[src/rtl/ir_pkg.sv]
// Shared types, NEC frame field offsets and a saturating-add helper for the
// IR command controller.
package ir_pkg;

  typedef enum logic [1:0] {
    EVT_NONE    = 2'd0,
    EVT_PRESS   = 2'd1,
    EVT_REPEAT  = 2'd2,
    EVT_RELEASE = 2'd3
  } evt_type_t;

  typedef enum logic [1:0] {
    IDLE  = 2'd0,
    CHECK = 2'd1,
    HELD  = 2'd2
  } ctrl_state_t;

  localparam int unsigned NEC_ADDR_LSB   = 24;
  localparam int unsigned NEC_ADDR_N_LSB = 16;
  localparam int unsigned NEC_CMD_LSB    = 8;
  localparam int unsigned NEC_CMD_N_LSB  = 0;

  function automatic logic [7:0] sat_inc(input logic [7:0] v, input logic [1:0] inc);
    logic [8:0] sum;
    sum = {1'b0, v} + {7'b0, inc};
    return sum[8] ? 8'hFF : sum[7:0];
  endfunction

endpackage

[src/rtl/ir_hold_timer.sv]
// Loadable down-counter for key-hold tracking; expired_out pulses on the
// cycle the count steps from 1 to 0 while enabled.
module ir_hold_timer #(
  parameter int unsigned HOLD_CYCLES = 12_000_000
) (
  input  logic clk_in,
  input  logic rst_in,
  input  logic load_in,
  input  logic en_in,
  output logic expired_out
);

  localparam int unsigned CNT_W = $clog2(HOLD_CYCLES + 1);
  localparam logic [CNT_W-1:0] LOAD_VAL = CNT_W'(HOLD_CYCLES);

  logic [CNT_W-1:0] cnt_q, cnt_d;

  always_comb begin
    cnt_d = cnt_q;
    if (load_in) begin
      cnt_d = LOAD_VAL;
    end else if (en_in && (cnt_q != '0)) begin
      cnt_d = cnt_q - CNT_W'(1);
    end
  end

  always_ff @(posedge clk_in) begin
    if (rst_in) begin
      cnt_q <= '0;
    end else begin
      cnt_q <= cnt_d;
    end
  end

  assign expired_out = en_in && (cnt_q == CNT_W'(1));

endmodule

[src/rtl/ir_command_ctrl.sv]
// Validates decoded NEC frames, tracks key hold/release and issues
// PRESS/REPEAT/RELEASE events over a 1-deep valid/ready output register.
module ir_command_ctrl
  import ir_pkg::*;
#(
  parameter logic [7:0]  DEV_ADDR    = 8'h00,
  parameter bit          ADDR_FILTER = 1'b1,
  parameter int unsigned HOLD_CYCLES = 12_000_000,
  parameter int unsigned REPEAT_DIV  = 3
) (
  input  logic        clk_in,
  input  logic        rst_in,
  input  logic [31:0] code_in,
  input  logic        new_code_in,
  input  logic [2:0]  error_in,
  output logic        evt_valid_out,
  input  logic        evt_ready_in,
  output logic [1:0]  evt_type_out,
  output logic [7:0]  evt_cmd_out,
  output logic        held_out,
  output logic [7:0]  err_cnt_out,
  output logic [7:0]  rej_cnt_out,
  output logic [7:0]  drop_cnt_out
);

  localparam int unsigned DIV_W = $clog2(REPEAT_DIV + 1);

  ctrl_state_t state_q, state_d;
  logic             prev_held_q, prev_held_d;
  logic             held_q, held_d;
  logic [7:0]       cur_cmd_q, cur_cmd_d;
  logic [DIV_W-1:0] div_q, div_d, div_inc;
  logic [31:0]      cap_code_q, cap_code_d;
  logic             pend_vld_q, pend_vld_d;
  logic [7:0]       pend_cmd_q, pend_cmd_d;
  logic             evt_vld_q, evt_vld_d;
  evt_type_t        evt_type_q, evt_type_d;
  logic [7:0]       evt_cmd_q, evt_cmd_d;
  logic [7:0]       err_cnt_q, rej_cnt_q, drop_cnt_q;

  logic       accept_code, timer_load, timer_exp, pend_set, drop;
  logic       gen_vld, frame_ok;
  evt_type_t  gen_type;
  logic [7:0] gen_cmd;
  logic [1:0] rej_inc;
  logic [7:0] f_addr, f_addr_n, f_cmd, f_cmd_n;

  ir_hold_timer #(
    .HOLD_CYCLES(HOLD_CYCLES)
  ) u_hold_timer (
    .clk_in     (clk_in),
    .rst_in     (rst_in),
    .load_in    (timer_load),
    .en_in      (held_q),
    .expired_out(timer_exp)
  );

  assign f_addr   = cap_code_q[NEC_ADDR_LSB   +: 8];
  assign f_addr_n = cap_code_q[NEC_ADDR_N_LSB +: 8];
  assign f_cmd    = cap_code_q[NEC_CMD_LSB    +: 8];
  assign f_cmd_n  = cap_code_q[NEC_CMD_N_LSB  +: 8];
  assign frame_ok = (f_addr == ~f_addr_n) && (f_cmd == ~f_cmd_n) &&
                    (!ADDR_FILTER || (f_addr == DEV_ADDR));
  assign div_inc  = div_q + DIV_W'(1);
  assign cap_code_d = accept_code ? code_in : cap_code_q;

  always_comb begin
    state_d     = state_q;
    prev_held_d = prev_held_q;
    held_d      = held_q;
    cur_cmd_d   = cur_cmd_q;
    div_d       = div_q;
    accept_code = 1'b0;
    timer_load  = 1'b0;
    pend_set    = 1'b0;
    gen_vld     = 1'b0;
    gen_type    = EVT_NONE;
    gen_cmd     = cur_cmd_q;
    rej_inc     = 2'd0;
    unique case (state_q)
      IDLE: begin
        if (new_code_in) begin
          if (pend_vld_q) begin
            rej_inc = 2'd1;
          end else begin
            accept_code = 1'b1;
            prev_held_d = 1'b0;
            state_d     = CHECK;
          end
        end
      end
      HELD: begin
        if (timer_exp) begin
          gen_vld  = 1'b1;
          gen_type = EVT_RELEASE;
          held_d   = 1'b0;
          state_d  = IDLE;
        end
        if (new_code_in) begin
          if (pend_vld_q) begin
            rej_inc = 2'd1;
          end else begin
            accept_code = 1'b1;
            prev_held_d = !timer_exp;
            state_d     = CHECK;
          end
        end
      end
      CHECK: begin
        // The checked frame is in cap_code_q; anything arriving now is dropped.
        if (new_code_in) rej_inc = 2'd1;
        state_d = prev_held_q ? HELD : IDLE;
        if (!frame_ok) begin
          rej_inc = rej_inc + 2'd1;
          if (prev_held_q && timer_exp) begin
            gen_vld  = 1'b1;
            gen_type = EVT_RELEASE;
            held_d   = 1'b0;
            state_d  = IDLE;
          end
        end else if (!prev_held_q) begin
          gen_vld    = 1'b1;
          gen_type   = EVT_PRESS;
          gen_cmd    = f_cmd;
          held_d     = 1'b1;
          cur_cmd_d  = f_cmd;
          div_d      = '0;
          timer_load = 1'b1;
          state_d    = HELD;
        end else if (f_cmd == cur_cmd_q) begin
          timer_load = 1'b1;
          state_d    = HELD;
          if (div_inc == DIV_W'(REPEAT_DIV)) begin
            gen_vld  = 1'b1;
            gen_type = EVT_REPEAT;
            div_d    = '0;
          end else begin
            div_d = div_inc;
          end
        end else begin
          // Key change: release the old key now, park the new PRESS.
          gen_vld    = 1'b1;
          gen_type   = EVT_RELEASE;
          pend_set   = 1'b1;
          cur_cmd_d  = f_cmd;
          div_d      = '0;
          timer_load = 1'b1;
          state_d    = HELD;
        end
      end
      default: state_d = IDLE;
    endcase
  end

  always_comb begin
    evt_vld_d  = evt_vld_q;
    evt_type_d = evt_type_q;
    evt_cmd_d  = evt_cmd_q;
    pend_vld_d = pend_vld_q;
    pend_cmd_d = pend_cmd_q;
    drop       = 1'b0;
    if (pend_set) begin
      pend_vld_d = 1'b1;
      pend_cmd_d = f_cmd;
    end
    if (!evt_vld_q || evt_ready_in) begin
      if (pend_vld_q) begin
        evt_vld_d  = 1'b1;
        evt_type_d = EVT_PRESS;
        evt_cmd_d  = pend_cmd_q;
        pend_vld_d = 1'b0;
        drop       = gen_vld;
      end else if (gen_vld) begin
        evt_vld_d  = 1'b1;
        evt_type_d = gen_type;
        evt_cmd_d  = gen_cmd;
      end else begin
        evt_vld_d = 1'b0;
      end
    end else begin
      drop = gen_vld;
    end
  end

  always_ff @(posedge clk_in) begin
    if (rst_in) begin
      state_q     <= IDLE;
      prev_held_q <= 1'b0;
      held_q      <= 1'b0;
      cur_cmd_q   <= 8'h00;
      div_q       <= '0;
      cap_code_q  <= 32'h0;
      pend_vld_q  <= 1'b0;
      pend_cmd_q  <= 8'h00;
      evt_vld_q   <= 1'b0;
      evt_type_q  <= EVT_NONE;
      evt_cmd_q   <= 8'h00;
      err_cnt_q   <= 8'h00;
      rej_cnt_q   <= 8'h00;
      drop_cnt_q  <= 8'h00;
    end else begin
      state_q     <= state_d;
      prev_held_q <= prev_held_d;
      held_q      <= held_d;
      cur_cmd_q   <= cur_cmd_d;
      div_q       <= div_d;
      cap_code_q  <= cap_code_d;
      pend_vld_q  <= pend_vld_d;
      pend_cmd_q  <= pend_cmd_d;
      evt_vld_q   <= evt_vld_d;
      evt_type_q  <= evt_type_d;
      evt_cmd_q   <= evt_cmd_d;
      err_cnt_q   <= sat_inc(err_cnt_q, {1'b0, (error_in != 3'b000)});
      rej_cnt_q   <= sat_inc(rej_cnt_q, rej_inc);
      drop_cnt_q  <= sat_inc(drop_cnt_q, {1'b0, drop});
    end
  end

  assign evt_valid_out = evt_vld_q;
  assign evt_type_out  = evt_type_q;
  assign evt_cmd_out   = evt_cmd_q;
  assign held_out      = held_q;
  assign err_cnt_out   = err_cnt_q;
  assign rej_cnt_out   = rej_cnt_q;
  assign drop_cnt_out  = drop_cnt_q;

endmodule

[config.mk]
export PLATFORM = sky130hd
export DESIGN_NAME = ir_command_ctrl
export DESIGN_NICKNAME = d
export VERILOG_FILES = /design/src/rtl/ir_pkg.sv /design/src/rtl/ir_hold_timer.sv /design/src/rtl/ir_command_ctrl.sv
export SDC_FILE = /design/constraint.sdc
export NUM_CORES = 1
export LEC_CHECK = 0
export BUFFER_PORTS_ARGS = -buffer_cell sky130_fd_sc_hd__buf_2
export CAP_MARGIN = 40
export CELL_PAD_IN_SITES_DETAIL_PLACEMENT = 0
export CELL_PAD_IN_SITES_GLOBAL_PLACEMENT = 1
export CORE_MARGIN = 2
export CORE_UTILIZATION = 40
export CTS_BUF_LIST = sky130_fd_sc_hd__clkbuf_2 sky130_fd_sc_hd__clkbuf_4 sky130_fd_sc_hd__clkbuf_8
export DETAILED_ROUTE_END_ITERATION = 10
export PLACE_DENSITY_LB_ADDON = 0.1
export SETUP_SLACK_MARGIN = 0.2
export SYNTH_ARGS = -nofsm -noshare
export SYNTH_HDL_FRONTEND = slang
export SYNTH_SLANG_ARGS = --single-unit
[constraint.sdc]
create_clock -name clk_in -period 2.99 [get_ports clk_in]
set_input_delay 0.598 -clock clk_in [delete_from_list [all_inputs] [get_ports clk_in]]
set_output_delay 0.598 -clock clk_in [all_outputs]
set_load 0.02 [all_outputs]
==> results.ini <==
[critical_path]
crit_chain=buf_4 > or4_4 > nor2_4 > nand3_4 > nor3_4 > inv_1 > ha_1 > nand2_1 > o21ai_1 > nor2b_2 > ha_2 > inv_2 > fa_2 > nor2_4 > buf_6 > xnor2_1 > a21oi_1
cp.required_ns=3.30
path_max_fanout=4
reg2reg_slack_ns=-0.11
path_common_cell=nor2_4
worstReg2RegEnd=rej_cnt_out[4]
crit_start=cap_code_q[30]
crit_arrival_ns=3.41
cpPeakStageDelay_ns=0.43
start_kind=register
cpMaxStageDelayCell=or4_4
r2r_cells=17
endpoint=rej_cnt_out[4]
crit_path_end_kind=register
path_class=reg2reg
regToRegStartpoint=cap_code_q[30]

[timing]
fin_skew_ns=0.01054
drv_slew=0
setup-tns-final_ns=-0.4149
setup_slack_ns=-0.1096
hold_violations=0
rsz0062_at_grt=yes
timing.fmax_ghz=0.3226
period_needed_ns=3.100
worst_pin_slew_ns=0.5285
maxSlewHeadroom_pct=64.44
setup_violations=8
fin_crit_sh_pct=103.7

[synth]
synth-compound-area-share_pct=14.35
ys_ff_latch=114
synth_fa_ha_area_share_pct=3.525
ys_warn_count=0
synth_area_um2=5537
synth_top_family_by_area=simple AND/OR/NAND/NOR gates
seq_area_frac_synth_pct=41.22
syn_avg_cell_area_um2=8.427
synth_mux_area_share_pct=4.520
synthCells=657
ys_types=55
ys_async_sr_fraction_pct=0
yosys.area_share.simple_pct=22.76
ys_dominant_reg_cell=dfxtp_1
synth_xor_area_share_pct=8.678
synth-edff-count=0
synth_nets=711

[grt]
grt_antenna_before_repair=0
grt_pass1_vias=4744
grt_overflow=0
grtUsageTotal_pct=19.19
grt_pass1_wl_um=22470
grt_max_degree=60

[die]
io_pins=75
design.core.area_um2=13400
die_h_um=121.7
initial_core_util_pct=41.32
die_area_um2=14800
die_width_um=121.7
fp-row-count=42

[clock_tree]
cts_sinks=114
clock_latency_ns=0.43
htree_levels=4
cts_hold_repair.buffers=0
cts_buffers=17
tritoncts=done
cts_buffer_depth=2
cts-root-buf=clkbuf_8
path_clk_slew_ns=0.07

[layout]
drive_gt1_share_pct=26.83
final_cell_area_um2=6857
layout_commonest_cell=dfxtp_1
fin_nets=806
syn2layout_area_growth_pct=23.84
antenna_cells=0
final_cell_mix=110 x dfxtp_1, 88 x nand2_1, 73 x buf_2

[route]
firstDrtPassIters=4
avgRoutedWirePerCell_um=14.34
routed_wl_um=13480
vias=4803
drc=0
first_iter_violations=191
ant_nets=0
routed_via_density=5.110

[power_and_ir_drop]
ir_drop_mv=0.3565
power.density_nw_per_um2=465.9
p_leak_nw=2.781

[placed_design]
gp_congestion=0.7804
io_buffers=74
post-dp-hpwl_um=9639
place_area_um2=6287

[min_path]
hp-class=in2reg
whs_path_depth=3

[status]
failed_checks=negative setup slack
status=finished, violations left

[run]
cap_violations=0

## kinds of logic (layout without fill, tap and decap cells)
family | Yosys count | after routing
AO/OA/AOI/OAI | 119 | 119
multiplexers | 24 | 24
XOR/XNOR | 54 | 54
buffers and inverters | 64 | 171
AND/OR/NAND/NOR | 267 | 267
adder cells (fa/ha/maj) | 15 | 15
flip-flops | 114 | 114
## through the flow
step | std cells | util (%) | total power [W] | setup slack, ns | hold slack (ns)
finish | 940 | 51.17 | 0.003195 | -0.1096 | 0.3974
global placement | 901 | 46.71 | 0.001863 | -0.1677 | 0.4458
floorplan | 657 | - | 0.001770 | 0.009836 | 0.4316
CTS | 936 | 50.44 | 0.003244 | -0.1362 | 0.3711
global route | 940 | 51.17 | 0.003352 | -0.2836 | 0.3736
detailed placement | 902 | 46.92 | 0.001872 | -0.1914 | 0.4496
## critical path, delay by kind of cell (launching register included)
kind,cells,cell delay (ns)
and+or+nand+nor,7,1.21
AOI/OAI and AO/OA,2,0.14
adders and majority gates,3,0.81
DFF,1,0.33
buffers and inverters,4,0.36
xor gates and xnor gates,1,0.11
## report_power, final
group / switching (W) / internal, W
Clock: 0.000576 / 0.000772
Combinational: 0.000154 / 0.000112
Sequential: 0.0000260 / 0.00156
Total: 0.000756 / 0.00244
## state kept, by name, indices dropped and copies added (netlist names)
| register | count |
|---|---|
| div_q | 2 |
| evt_valid_out | 1 |
| cap_code_q | 32 |
| prev_held_q | 1 |
| evt_type_out | 2 |
| pend_cmd_q | 8 |
| evt_cmd_out | 8 |
| err_cnt_out | 8 |
| drop_cnt_out | 8 |
| held_out | 1 |
| cur_cmd_q | 8 |
| u_hold_timer.cnt_q | 24 |
| rej_cnt_out | 8 |
| state_q | 2 |
| pend_vld_q | 1 |
## worst min path at each step
| stage | endpoint | startpoint | slack [ns] |
|---|---|---|---|
| finish | cap_code_q[25] | code_in[25] | 0.40 |
| global route | cap_code_q[3] | code_in[3] | 0.37 |
| CTS | cap_code_q[3] | code_in[3] | 0.37 |
| detailed placement | cap_code_q[25] | cap_code_q[25] | 0.45 |
| global placement | cap_code_q[21] | cap_code_q[21] | 0.45 |
| floorplan | cap_code_q[29] | cap_code_q[29] | 0.43 |
## layout make-up
type / instances / area (um^2)
fillers: 1327 / 6544
multi-input cells: 479 / 3137
flip-flops and latches: 114 / 2287
repair buffers: 120 / 753.2
clock buffers: 28 / 366.6
well taps: 176 / 220.2
inverters: 20 / 75.07
clock inverters: 3 / 17.52
## metal layers
metal	GRT usage, %	vias up	part of all wire, %
met3	4.354	15	2.8
met5	0	-	0
met4	6.609	0	1.5
met2	33.32	60	50
met1	23.40	2260	46
li1	-	2468	-
## synth_stat cells, drive strengths merged, types with 9 or more instances
master     n  area share [%]
dfxtp    114              41
nand2     88             6.0
nor2      75             5.1
a21oi     70             6.3
xnor2     39             6.2
clkbuf    32             2.2
inv       20             1.4
nand3     19             1.7
nor3      19             1.7
nor4      19             2.4
mux2i     16             2.9
xor2      15             2.5
ha        14             3.2
buf       12             1.4
o2111ai   10             1.6
o41ai      9             2.5
## what timing repair did
action / in CTS / in global routing
endpoints found under the hold margin: 0 / 0
setup endpoints to repair: 16 / 16
setup buffers: 3 / 4
resized for setup: 18 / 16
pin swaps: 7 / 11
(Power assumes the default switching activity.)
